`config.mk`:
```
export PLATFORM = sky130hd
export DESIGN_NAME = fp_mul
export DESIGN_NICKNAME = d
export VERILOG_FILES = /design/src/rtl/fp_mul.sv
export SDC_FILE = /design/constraint.sdc
export NUM_CORES = 1
export LEC_CHECK = 0
export CAP_MARGIN = 10
export CORE_MARGIN = 2
export CORE_UTILIZATION = 25
export CTS_BUF_LIST = sky130_fd_sc_hd__clkbuf_16
export DETAILED_ROUTE_END_ITERATION = 10
export GPL_ROUTABILITY_DRIVEN = 0
export GPL_TIMING_DRIVEN = 0
export SKIP_CTS_REPAIR_TIMING = 1
export SYNTH_ARGS = -nofsm -noshare
export SYNTH_HDL_FRONTEND = slang
export SYNTH_SLANG_ARGS = --single-unit
export TNS_END_PERCENT = 100
```
`constraint.sdc`:
```
create_clock -name clk -period 13.2 [get_ports clk]
set_clock_uncertainty 0.2 [all_clocks]
set_input_delay 2.64 -clock clk [delete_from_list [all_inputs] [get_ports clk]]
set_output_delay 2.64 -clock clk [all_outputs]
set_load 0.02 [all_outputs]
```
`src/rtl/fp_mul.sv`:
```
// Multi-cycle IEEE-754 single-precision multiplier: shift-add significand
// product over ITER cycles, then one normalize/round-to-nearest-even cycle.
module fp_mul #(
    parameter int BPC = 1
) (
    input  logic        clk,
    input  logic        rst,
    input  logic        arg_vld,
    output logic        busy,
    output logic        res_vld,
    input  logic [31:0] a,
    input  logic [31:0] b,
    output logic [31:0] c
);
    localparam int ITER = 24 / BPC;

    typedef enum logic [1:0] {IDLE, MUL, RND} state_t;

    state_t      state_q, state_d;
    logic [4:0]  cnt_q, cnt_d;
    logic [31:0] a_q, a_d, b_q, b_d, c_q, c_d;
    logic [47:0] mcand_q, mcand_d, acc_q, acc_d, pp;
    logic [23:0] mplier_q, mplier_d;
    logic        res_vld_q, res_vld_d;

    // rounding / packing datapath
    logic [7:0]        ea, eb;
    logic [22:0]       fa, fb, mant;
    logic [23:0]       mant_r;
    logic              sc, guard, sticky;
    logic signed [9:0] e_raw, e_n, e_fin;
    logic              a_nan, b_nan, a_inf, b_inf, a_zero, b_zero;
    logic [31:0]       res;

    always_comb begin
        pp = '0;
        for (int i = 0; i < BPC; i++)
            if (mplier_q[i]) pp = pp + (mcand_q << i);
    end

    always_comb begin
        ea     = a_q[30:23];
        eb     = b_q[30:23];
        fa     = a_q[22:0];
        fb     = b_q[22:0];
        sc     = a_q[31] ^ b_q[31];
        a_nan  = (&ea) && (|fa);
        b_nan  = (&eb) && (|fb);
        a_inf  = (&ea) && !(|fa);
        b_inf  = (&eb) && !(|fb);
        a_zero = (ea == 8'h00);
        b_zero = (eb == 8'h00);
        e_raw  = $signed({2'b00, ea}) + $signed({2'b00, eb}) - 10'sd127;
        if (acc_q[47]) begin
            mant   = acc_q[46:24];
            guard  = acc_q[23];
            sticky = |acc_q[22:0];
            e_n    = e_raw + 10'sd1;
        end else begin
            mant   = acc_q[45:23];
            guard  = acc_q[22];
            sticky = |acc_q[21:0];
            e_n    = e_raw;
        end
        mant_r = {1'b0, mant} + {23'h0, guard & (sticky | mant[0])};
        // carry out of the mantissa leaves mant_r[22:0] == 0, i.e. 1.0 * 2^(e+1)
        e_fin  = mant_r[23] ? e_n + 10'sd1 : e_n;
        if (a_nan || b_nan || (a_inf && b_zero) || (b_inf && a_zero))
            res = 32'h7FC00000;
        else if (a_inf || b_inf)
            res = {sc, 8'hFF, 23'h0};
        else if (a_zero || b_zero)
            res = {sc, 31'h0};
        else if (e_fin >= 10'sd255)
            res = {sc, 8'hFF, 23'h0};
        else if (e_fin <= 10'sd0)
            res = {sc, 31'h0};
        else
            res = {sc, e_fin[7:0], mant_r[22:0]};
    end

    always_comb begin
        state_d   = state_q;
        cnt_d     = cnt_q;
        a_d       = a_q;
        b_d       = b_q;
        c_d       = c_q;
        mcand_d   = mcand_q;
        mplier_d  = mplier_q;
        acc_d     = acc_q;
        res_vld_d = 1'b0;
        case (state_q)
            IDLE: if (arg_vld) begin
                a_d      = a;
                b_d      = b;
                mcand_d  = {24'h0, 1'b1, a[22:0]};
                mplier_d = {1'b1, b[22:0]};
                acc_d    = '0;
                cnt_d    = '0;
                state_d  = MUL;
            end
            MUL: begin
                acc_d    = acc_q + pp;
                mcand_d  = mcand_q << BPC;
                mplier_d = mplier_q >> BPC;
                cnt_d    = cnt_q + 5'd1;
                if (cnt_q == 5'(ITER - 1)) state_d = RND;
            end
            RND: begin
                c_d       = res;
                res_vld_d = 1'b1;
                state_d   = IDLE;
            end
            default: state_d = IDLE;
        endcase
    end

    always_ff @(posedge clk or negedge rst) begin
        if (!rst) begin
            state_q   <= IDLE;
            cnt_q     <= '0;
            a_q       <= '0;
            b_q       <= '0;
            c_q       <= '0;
            mcand_q   <= '0;
            mplier_q  <= '0;
            acc_q     <= '0;
            res_vld_q <= 1'b0;
        end else begin
            state_q   <= state_d;
            cnt_q     <= cnt_d;
            a_q       <= a_d;
            b_q       <= b_d;
            c_q       <= c_d;
            mcand_q   <= mcand_d;
            mplier_q  <= mplier_d;
            acc_q     <= acc_d;
            res_vld_q <= res_vld_d;
        end
    end

    assign busy    = (state_q != IDLE);
    assign res_vld = res_vld_q;
    assign c       = c_q;
endmodule

```
======== Word level (Yosys, flattened, before mapping) ========
Index checks and enable logic that the tools add are counted.
cells by class
  $add $sub $neg .......................... 7
  multiply operators ...................... 0
  eq/ne operators ......................... 5
  bitwise gates (word level) .............. 3
  muxes and demuxes ....................... 23
  div/mod/pow operators ................... 0
  reduce and logical (&&, ||, !) cells .... 27
  shifts and indexed selects .............. 0
  $lt $le $gt $ge ......................... 2
operator list
  cell                                                             number
  one-hot mux 48 bit (2 select lines)                              2
  2-to-1 mux 48 bit                                                3
  2-to-1 mux 31 bit                                                4
  OR reduction 23 bit                                              3
  adder 48 bit                                                     1
  one-hot mux 24 bit (2 select lines)                              1
  2-to-1 mux 32 bit                                                1
  adder 23 x 1 -> 24 bit                                           1
  2-to-1 mux 24 bit                                                1
  2-to-1 mux 23 bit                                                1
  OR reduction 22 bit                                              1
  adder 10 x 2 -> 10 bit, second input constant                    2
  2-to-1 mux 10 bit                                                2
  logical NOT 8 bit                                                2
  AND reduction 8 bit                                              2
  >= comparator 10 x 9 -> 1 bit, second input constant             1
  less-or-equal comparator 10 x 1 -> 1 bit, second input constant  1
  one-hot mux 5 bit (2 select lines)                               1
  subtractor 9 x 7 -> 10 bit, second input constant                1
  adder 8 x 8 -> 9 bit                                             1
  logical AND 1 bit                                                6
  AND reduction 2 bit                                              3
  adder 5 x 1 -> 5 bit, second input constant                      1
  == test 5 bit, second input constant                             1
  14 further kinds                                                 24
word-level totals
  bits in read-only memories .............. 0
  memory bits (writable) .................. 0
  bits of input ports ..................... 67
  output and inout bits ................... 34
  logic and storage cells ................. 76
  bits in latches ......................... 0
  memories kept ........................... 0
  register bits ........................... 224

======== Depth between registers and ports, before layout ========
Gate-level depths: netlist of the first run.
  word-level depth ........................ 12
  mapped depth ............................ 17
  depth with buffers taken out ............ 16

======== Worst setup path after synthesis of the first run ========
OpenSTA, ideal clock, no wires.
  path kind ............................... flip-flop to flip-flop
  start point ............................. register a_q[24]
  end point ............................... register c_q[10], in the netlist c[10]
  cell stages (with the launch flop) ...... 15
  setup time .............................. 66 ps
  clock period less this slack ............ 4307 ps
  arrival ................................. 4041 ps
  slack ................................... 8893 ps
  path buffers ............................ 1
  required time ........................... 12934 ps
  cell sequence ........................... dfrtp_1 -> ha_1 -> ha_1 -> fa_1 -> a211o_1 -> a211o_1 -> a221oi_1 -> nand4_1 -> xnor2_2 -> nor4_1 -> xnor2_1 -> nand3_1 -> nor4b_4 -> buf_6 -> a22o_1
between the ends
  word-level cells in the longest chain between the ends .. 12
  elaborated cells on any way between the ends .. 24
  those cells by class .................... 4 x add/sub; 2 x order compare; 7 x mux; 11 x reduce/logical
ends and longest elaborated chain
  what                                      RTL line  source
  from (decl)                               21        logic [31:0] a_q, a_d, b_q, b_d, c_q, c_d;
  from (signal assigned)                    122       a_q <= '0;
  from (signal assigned)                    132       a_q <= a_d;
  adder 8 x 8 -> 9 bit                      53        e_raw = $signed({2'b00, ea}) + $signed({2'b00, eb}) - 10'sd127;
  subtractor 9 x 7 -> 10 bit                53
  adder 10 x 2 -> 10 bit                    58        e_n = e_raw + 10'sd1;
  2-to-1 mux 10 bit                         54        if (acc_q[47]) begin
  adder 10 x 2 -> 10 bit                    67        e_fin = mant_r[23] ? e_n + 10'sd1 : e_n;
  2-to-1 mux 10 bit                         67
  less-or-equal comparator 10 x 1 -> 1 bit  76        else if (e_fin <= 10'sd0)
  2-to-1 mux 31 bit                         76
  2-to-1 mux 31 bit                         74        else if (e_fin >= 10'sd255)
  2-to-1 mux 31 bit                         72        else if (a_zero || b_zero)
  2-to-1 mux 31 bit                         70        else if (a_inf || b_inf)
  2-to-1 mux 32 bit (*)                     68        if (a_nan || b_nan || (a_inf && b_zero) || (b_inf && a_zero))
  to (signal assigned)                      124       c_q <= '0;
  to (signal assigned)                      134       c_q <= c_d;
  to (decl)                                 21
Every way passes the cells marked *; elsewhere a longest branch is shown, timed or not.
A chain may end at the register's enable or synchronous reset.

======== Worst setup path after layout of the first run ========
  start point ............................. register acc_q[47]
  end point ............................... register c_q[22], in the netlist c[22]
between the ends
  word-level cells in the longest chain between the ends .. 11
  elaborated cells on any way between the ends .. 16
  those cells by class .................... 2 x add/sub; 2 x order compare; 10 x mux; 2 x bitwise
ends and longest elaborated chain
  what                                                          RTL line  source
  from (decl)                                                   22        logic [47:0] mcand_q, mcand_d, acc_q, acc_d, pp;
  from (signal assigned)                                        127       acc_q <= '0;
  from (signal assigned)                                        137       acc_q <= acc_d;
  2-to-1 mux 1 bit / 2-to-1 mux 23 bit (equally long branches)  54
  bitwise OR 1 bit                                              65        mant_r = {1'b0, mant} + {23'h0, guard & (sticky | mant[0])};
  bitwise AND 1 bit                                             65
  adder 23 x 1 -> 24 bit                                        65
  2-to-1 mux 10 bit                                             67
  less-or-equal comparator 10 x 1 -> 1 bit                      76
  2-to-1 mux 31 bit                                             76
  2-to-1 mux 31 bit (*)                                         74
  2-to-1 mux 31 bit (*)                                         72
  2-to-1 mux 31 bit (*)                                         70
  2-to-1 mux 32 bit (*)                                         68
Marks and branches as above.

==> results of run 1 <==
per-stage QoR:
stage | util (%) | area, sq um | hold WS, ns | setup slack (ns)
global placement | 28.7 | 15400 | 0.260 | -0.217
floorplan | - | 13500 | 0.246 | 8.89
finish | 30.3 | 16200 | 0.274 | 8.01
detailed placement | 28.8 | 15400 | 0.264 | 7.61
CTS | 30.3 | 16200 | 0.279 | 8.03
global route | 30.3 | 16200 | 0.303 | 7.62
layout make-up:
cell class / instances / area (sq um)
well taps: 696 / 871
inverters: 25 / 93.8
multi-input cells: 1260 / 7420
flip-flops and latches: 224 / 5610
repair buffers: 102 / 1060
plain buffers: 93 / 382
clock inverters: 21 / 130
fillers: 5705 / 37400
clock buffers: 27 / 676
sequential cells by signal, indices dropped and copies added, names as in the netlist:
register and count:
res_vld 1, b_q 32, mplier_q 24, c 32, acc_q 48, mcand_q 48
a_q 32, cnt_q 5, state_q 2
worst max-delay path by stage:
stage / startpoint / slack (ns) / cells after the start / endpoint
after floorplan: a_q[24] / 8.89 / 14 / c[10]
after global placement: rst / -0.22 / 1 / c[28]
after detailed placement: arg_vld / 7.61 / 8 / mcand_q[0]
after CTS: acc_q[47] / 8.03 / 16 / c[22]
after global routing: acc_q[47] / 7.62 / 16 / c[22]
final: acc_q[47] / 8.01 / 16 / c[22]
worst max-delay path, delay by kind of cell, from the launching register on:
family                     cells  cell delay, ns
buffers and inverters          5            2.07
and+or+nand+nor                7            1.60
muxes                          2            0.44
DFF                            1            0.34
AOI/OAI and AO/OA              1            0.23
adders and majority gates      1            0.20
cell families after synthesis:
group	count (synthesis)	synth area share, %
flip-flops	224	41.5
buffers and inverters	118	3.52
AND/OR/NAND/NOR	750	25.4
AO/OA/AOI/OAI	328	15.4
multiplexers	22	1.68
adder cells (fa/ha/maj)	68	6.41
XOR/XNOR	92	6.02
cells in the final DEF (no fill, tap or decap), types with 6 or more instances in the layout:
cell,netlist,layout
a21oi_1,58,58
xor2_1,34,34
a21o_1,31,31
nor2_1,62,62
nand3_1,83,83
a31oi_1,10,10
clkbuf_16,0,27
mux2i_1,17,17
nor4_1,24,24
buf_1,10,10
a22oi_1,9,9
clkinv_1,0,6
nand2b_1,11,11
clkdlybuf4s50_1,0,99
a211oi_1,12,12
o21bai_1,13,13
clkbuf_1,77,77
o21ai_0,118,118
nor3_1,20,20
dfrtp_1,224,224
o21a_1,6,6
and3_1,10,10
nand2_1,421,421
xnor2_1,57,57
and2_1,51,51
inv_1,25,30
o221ai_1,7,7
nand4_1,33,33
a22o_1,24,24
ha_1,66,66
power by group:
| part | leakage, nW | internal [W] | switching, W |
|---|---|---|---|
| combinational | 3.96 | 0.000864 | 0.00134 |
| clock | 0.404 | 0.000389 | 0.000294 |
| sequential | 2.77 | 0.000987 | 0.000253 |
| total | 7.13 | 0.00224 | 0.00189 |
layer usage:
| layer | part of all wire, % | vias to the layer above | global-route usage (%) |
|---|---|---|---|
| met2 | 45 | 275 | 21.8 |
| met5 | 0 | - | 0 |
| met3 | 4.5 | 66 | 2.00 |
| li1 | - | 5866 | - |
| met1 | 47 | 5699 | 18.0 |
| met4 | 3.4 | 0 | 4.28 |
==> impl_results.md, run 1 <==
- Status: complete, no violations
- Pwr Density: 254 nW/um^2
- Drt drc: 0
- # placed instances: 2400
- CP max stage cell: clkbuf_1
- Area grow syn2layout: 20.3%
- Crit-path cells: buf_6 > buf_2 > buf_1 > clkbuf_1 > clkbuf_1 > mux2_2 > ha_1 > nand3_1 > nor2_1 > nand2_1 > nor3_1 > nor3b_1 > nand3_1 > mux2i_1 > nor3_1 > a31o_2
- Die width: 236 um
- Count leader, synth: nand2_1
- Clk slew on worst S/H paths: 0.06 ns
- FF+latch count, synth: roughly 220
- Tmin final: between 5 and 6 ns
- DR vias: ~12000
- Worst reg2reg path depth: 16
- Peak Freq: between 0.15 and 0.2 GHz
- Post-synth top area share: about two fifths
- Drt pass-1 iters: 5
- Synth area leaders: dfrtp_1 (42%), nand2_1 (12%), ha_1 (6.1%), o21ai_0 (4.4%), xnor2_1 (3.7%)
- RSZ-0062 raised after global routing: false
- Synth cell count leaders: nand2_1 (421), dfrtp_1 (224), o21ai_0 (118)
- Routed WL per cell: approximately 16 um
- CTS tree: done
- WHS Path Cells: 2
- Slew margin rel.: about a quarter
- Avg Vias per Cell: ~4.9
- FF-to-FF End: c[22]
- WHS Endpoint: mplier_q[7]
- Mapped Nets: 1737
- Die H: ~240 um
- Lkg Pwr: between 7 and 8 nW
- Layout cells sized above 1: 3.42%
- First-pass GRT wire length: 61200 um
- FFs w/ async S/R, synth: between 90% and 100%
- Max-slew violations: 0
- CTS Buffer Depth: 3
- CTS Sinks: ~220
- Initial Util: 25.2%
- Flop-to-flop setup slack: ~8 ns
- Full die area: roughly 56000 sq um
- Antenna diodes: 0
- Root Driver: clkbuf_16
- Hpwl dp: between 20000 and 30000 um
- Critical Path Sink Type: register
- Post-synth top area cell: dfrtp_1
- Final wirelength: 38000 um
- Power, Total: approximately 0.0041 W
- Max_cap viols: 0
- Worst Hold Launch: mplier_q[7]
- Gr usage total: about an eighth
- VDD IR-drop max: around 0.13 mV
- Ports: 101
- Worst hold path type: reg -> reg
- Syn_area_per_cell: between 8 and 9 sq um
- Synth Instances: about 1600
- Worst R2R Start: acc_q[47]
- I/O Buffers: 100
- Largest net degree at the start of global routing: 86
- Nets: 1868
- FP Rows: 85
- Critical path data required time: roughly 13 ns
- Total CTS buffers: 27
- Ys Warns: 0
- Number of synthesized flops with an enable pin: 0
- Cell Count, Final, Fillers Out: 2448
- Worst-Margin Slew: 1.12 ns
- Crit Path Category: reg -> reg
- Worst-Skew Late Latency: ~0.55 ns
- Vias in the first global route: between 10000 and 15000
- Final setup TNS: 0 ns
- Startpoint types: register
- Initial antenna violation count: 0
- Antenna Nets Post-Route: 0
- Top FF cell, synth: dfrtp_1
- Core Box Area: 53600 sq um
- Mapped Area: around 14000 sq um
- Htree depth: 1
- Sequential area share after synthesis: 41.5%
- Yosys cell types: 65
- Final Hold Viols: 0
- Arr. time, crit path: 5.42 ns
- Final period utilization: roughly 40%
- Initial DRC count: 722
- Critical path peak fanout: 10
- Final Setup Violations: 0
- GR Overflow Total: 0
- Crit-path max cell delay: a little over 0.6 ns
(Power assumes the default switching activity.)
==> run 2: changes to the inputs <==
clock period = 5.35 ns   (was 13.2 ns; I/O delays follow)
==> run 2 against run 1 <==
  * Flip-flop and latch count unchanged
  * First-iteration DRC count increased by 11%
  * Clock-buffer cell count unchanged
  * Largest power group unchanged
==> impl_results.md, run 2 (synthesized netlist as in run 1, its figures left out) <==
- Status: complete, no violations
- Nets: around 1900
- Total CTS buffers: 27
- Reg area: 5610 sq um
- Pwr Density: 627 nW/um^2
- Antenna diodes: 0
- Initial antenna violation count: 0
- CTS Sinks: between 200 and 250
- WHS: between 0.2 and 0.3 ns
- GR Overflow Total: 0
- Arr. time, crit path: between 5 and 6 ns
- DR vias: around 12000
- Crit Path Category: reg -> reg
- Critical path peak fanout: 10
- Final Setup Violations: 0
- Critical Path Sink Type: register
- CTS Buffer Depth: 3
- NetSw: 0.00466 W
- Root Driver: clkbuf_16
- Final period utilization: about nine tenths
- Final Cell Area: approximately 16000 sq um
- Clk slew on worst S/H paths: ~0.06 ns
- FP Rows: 85
- Peak Freq: between 0.2 and 0.25 GHz
- Final wirelength: around 38000 um
- Combinational power share: a little over half
- Max_cap viols: 0
- VDD IR-drop max: around 0.33 mV
- Area grow syn2layout: 20.3%
- Full die area: between 50000 and 60000 sq um
- Ports: approximately 100
- I/O Buffers: 100
- Core Box Area: 53600 sq um
- Vias in the first global route: roughly 12000
- Commonest cells after routing, fill and taps aside: nand2_1 (421), dfrtp_1 (224), o21ai_0 (118), clkdlybuf4s50_1 (99), nand3_1 (83)
- Die width: approximately 240 um
- Lkg Pwr: 7.14 nW
- Critical path data required time: roughly 5.6 ns
- Net Sw Frac: a little under half
- Most common cell after layout, fill and taps aside: nand2_1
- Die H: roughly 240 um
- First-pass GRT wire length: 61200 um
- Power, Total: 0.0102 W
- Fillers: between 5000 and 6000
- Avg Vias per Cell: 4.86
- Worst hold path type: in -> async
- Startpoint types: register
- Largest net degree at the start of global routing: 86
- Initial Util: 25.2%
- Internal: 0.00553 W
- Tmin final: between 4 and 5 ns
- Reg power frac: between 30% and 40%
- Gr usage total: between 10% and 20%
- Cell Area, Placed: approximately 15000 sq um
- Worst-Margin Slew: 1.12 ns
- Clock share of power: about 17%
- Final Hold Viols: 0
- Htree depth: 1
- RSZ-0062 raised after global routing: false
- Worst-Skew Late Latency: 0.55 ns
- Slew margin rel.: between 20% and 30%
- Drt pass-1 iters: 5
- Top Registers: acc_q (48), mcand_q (48)
- Routed WL per cell: 15.5 um
- Layout cells sized above 1: about 3.5%
- Initial DRC count: ~800
- Max-slew violations: 0
- Drt drc: 0
- CTS tree: done
- Antenna Nets Post-Route: 0
- Hpwl dp: slightly below 30000 um
- Multi-input gate area in the final layout: ~7400 sq um
==> run 2: cell types whose count changed in the layout (fill, tap and decap cells not counted) <==
cell / before / now
clkbuf_1: 77 / 75
clkbuf_2: 0 / 1
==> run 2: metal layers <==
layer  up-vias  GRT usage [%]  routed length, um
met2       251           21.8              17200
met4         0           4.28               1310
met1      5717           18.0              17800
met3        70           2.00               1630
met5         -              0                  0
li1       5856              -                  -
==> run 2: worst paths after layout <==
kind                                    to    start  slack (ns)  depth (start not counted)
min in group clk                   b_q[13]  b_q[13]        0.27                          2
worst max-delay path                 c[18]  a_q[24]        0.46                         14
max in group asynchronous            c[29]      rst        3.51                          3
worst min register to register     b_q[13]  b_q[13]        0.27                          2
worst min-delay path            mcand_q[9]      rst        0.26                          1
worst max register to register       c[18]  a_q[24]        0.46                         14
==> run 2: layout make-up <==
cell class,count,area share [%]
Timing Repair Buffer,102,6.53
Buffer,92,2.33
Clock inverter,21,0.801
Clock buffer,27,4.16
Multi-Input combinational cell,1260,45.7
Sequential cell,224,34.5
Inverter,25,0.578
Tap cell,696,5.36
==> run 2: metrics by stage <==
step / util, % / cells / setup slack, ns / TNS, ns
global route: 30.3 / 2447 / 0.153 / 0
floorplan: - / 1602 / 1.04 / 0
finish: 30.3 / 2447 / 0.456 / 0
CTS: 30.3 / 2448 / 0.183 / 0
detailed placement: 28.8 / 2400 / 0.216 / 0
global placement: 28.7 / 2398 / -6.50 / -1449.55
==> run 2: worst max-delay path, cell delays in order, from the launching register on <==
cell and delay (ns):
dfrtp_1 0.43, ha_1 0.32, ha_1 0.24, fa_1 0.41, a211o_1 0.35, a211o_1 0.29
a221oi_1 0.50, nand4_1 0.22, xnor2_2 0.22, nor4_1 0.36, xnor2_1 0.20, nand3_1 0.19
nor4b_4 0.53, buf_6 0.21, a22o_1 0.13
==> run 2: power groups by stage <==
stage	Sequential (W)	Clock [W]	Combinational, W
after floorplan	0.00290	0	0.00416
after global placement	0.00306	0	0.00526
after detailed placement	0.00308	0	0.00540
after CTS	0.00306	0.00173	0.00544
after global routing	0.00317	0.00179	0.00616
final	0.00306	0.00168	0.00544
==> run 3: changes to the inputs <==
SLEW_MARGIN = 0   (was not set)
==> results of run 3 <==
The final DEF is identical to that of run 2; final timing and power are the same.
==> RTL edit: new RTL, settings of run 3 <==
Remove the register `res_vld_q`: a continuous assignment takes its place, so the output `res_vld` follows one clock earlier.
--- a/src/rtl/fp_mul.sv
+++ b/src/rtl/fp_mul.sv
@@ -125,7 +125,6 @@
             mcand_q   <= '0;
             mplier_q  <= '0;
             acc_q     <= '0;
-            res_vld_q <= 1'b0;
         end else begin
             state_q   <= state_d;
             cnt_q     <= cnt_d;
@@ -135,9 +134,10 @@
             mcand_q   <= mcand_d;
             mplier_q  <= mplier_d;
             acc_q     <= acc_d;
-            res_vld_q <= res_vld_d;
         end
     end
+
+    assign res_vld_q = res_vld_d;
 
     assign busy    = (state_q != IDLE);
     assign res_vld = res_vld_q;
Check against the original RTL: no difference found for any inputs over 10 cycles, from zero or initial values and one cycle with rst low; that may be too few to reach the edited logic, so the function may still have changed.
==> RTL edit against run 3 <==
Sequential cell count decreased by 1. Setup slack got worse by 79 ps. Fmax shrank 1.6%. Synthesized area down 0.19%. Wire length rose by 2.0%. Cell area increased by 0.38%. Total power grew 2.1%. Largest power group unchanged.
==> RTL edit: results (changes against run 3) <==
\begin{tabular}{lr}
\hline
Metric & Value \\
\hline
\multicolumn{2}{l}{\textbf{Synth}} \\
Mean instance size in the synthesized netlist & 8.42 µm² (-0.12\%) \\
Fraction of the mapped netlist area in compound gates & 15.5\% (+0.029 points) \\
Top post-synthesis cells by area & sky130\_fd\_sc\_hd\_\_dfrtp\_1, sky130\_fd\_sc\_hd\_\_nand2\_1, sky130\_fd\_sc\_hd\_\_ha\_1 \\
Commonest cells post-synth & sky130\_fd\_sc\_hd\_\_nand2\_1, sky130\_fd\_sc\_hd\_\_dfrtp\_1, sky130\_fd\_sc\_hd\_\_o21ai\_0, sky130\_fd\_sc\_hd\_\_nand3\_1, sky130\_fd\_sc\_hd\_\_clkbuf\_1 \\
Portion of netlist area occupied by mux cells & 1.68\% (+0.0031 points) \\
Adder-Cell Fraction of Synth Area & 6.42\% (+0.012 points) \\
Net count of the mapped netlist & 1736 (-0.058\%) \\
Post-synthesis share of cell area spent on xor and xnor gates & 6.03\% (+0.011 points) \\
\multicolumn{2}{l}{\textbf{Setup path}} \\
Cell with the biggest individual delay on the critical path & sky130\_fd\_sc\_hd\_\_a221oi\_1 \\
Worst Path Arrival & 5270 ps (+100 ps) \\
Largest incremental delay on the critical path & 560 ps (+30 ps) \\
\multicolumn{2}{l}{\textbf{Placed design}} \\
Number of cells after detailed placement & 2399 (-0.042\%) \\
Post-DP HPWL & 29.7 mm (+1.1\%) \\
\multicolumn{2}{l}{\textbf{Routing}} \\
Per-cell routed wire length & 15.8 µm (+2.1\%) \\
Met3 routed wirelength & 1.84 mm (+13\%) \\
First DRT Iteration DRCs & 697 (-13\%) \\
Post-detailed-route via-to-cell ratio & 4.83 (-0.65\%) \\
Met2 wire len & 18.1 mm (+5.3\%) \\
Sum of routed wire segments on met1 & 18.2 mm (+2.4\%) \\
\multicolumn{2}{l}{\textbf{Global route}} \\
Largest net degree at the start of global routing & 91 (+5.8\%) \\
Met3 Use GR & 2.22\% (+0.22 points) \\
GR Util met2 & 22.9\% (+1.1 points) \\
Gr usage total & 13.8\% (+0.45 points) \\
\multicolumn{2}{l}{\textbf{Clock tree}} \\
Insertion delay of the later-clocked pin in the worst-skew pair & 570 ps (+20 ps) \\
\multicolumn{2}{l}{\textbf{STA}} \\
Max-slew headroom at the worst pin & 23.4\% (-1.6 points) \\
\multicolumn{2}{l}{\textbf{Power and ir drop}} \\
Pleak & 7.17 nW (+0.42\%) \\
Power attributed to the clock group & 1.87 mW (+11\%) \\
Max IR drop VDD & 0.261 mV (-22\%) \\
Internal power of the cells & 5.67 mW (+2.7\%) \\
\multicolumn{2}{l}{\textbf{Run status}} \\
Run status & completed \\
\multicolumn{2}{l}{\textbf{Final layout}} \\
Filler cells & 5736 (+0.56\%) \\
\hline
\end{tabular}
## RTL edit: final timing paths
check	startpoint	end	slack [ps]
min in group clk	b_q[6]	b_q[6]	280
worst min-delay path	rst	c[14]	240
worst max register to register	a_q[24]	c[19]	380
worst max-delay path	a_q[24]	c[19]	380
max in group asynchronous	rst	b_q[7]	3490
worst min register to register	b_q[6]	b_q[6]	280
## RTL edit: cell type report
cell class,instances,area share [%]
Multi-Input combinational cell,1260,45.5
Sequential cell,223,34.2
Timing Repair Buffer,102,6.51
Tap cell,696,5.34
Clock buffer,27,4.15
Buffer,92,2.33
Clock inverter,20,1.33
Inverter,25,0.576
## RTL edit: per-stage QoR
stage	utilization, %	power (mW)	setup WS (ps)	cell area (µm²)
floorplan	-	7.05	1040	13500
global placement	28.6	8.32	-6590	15300
detailed placement	28.7	8.50	141	15400
CTS	30.4	10.4	80.6	16300
global route	30.4	11.3	114	16300
finish	30.4	10.4	377	16300
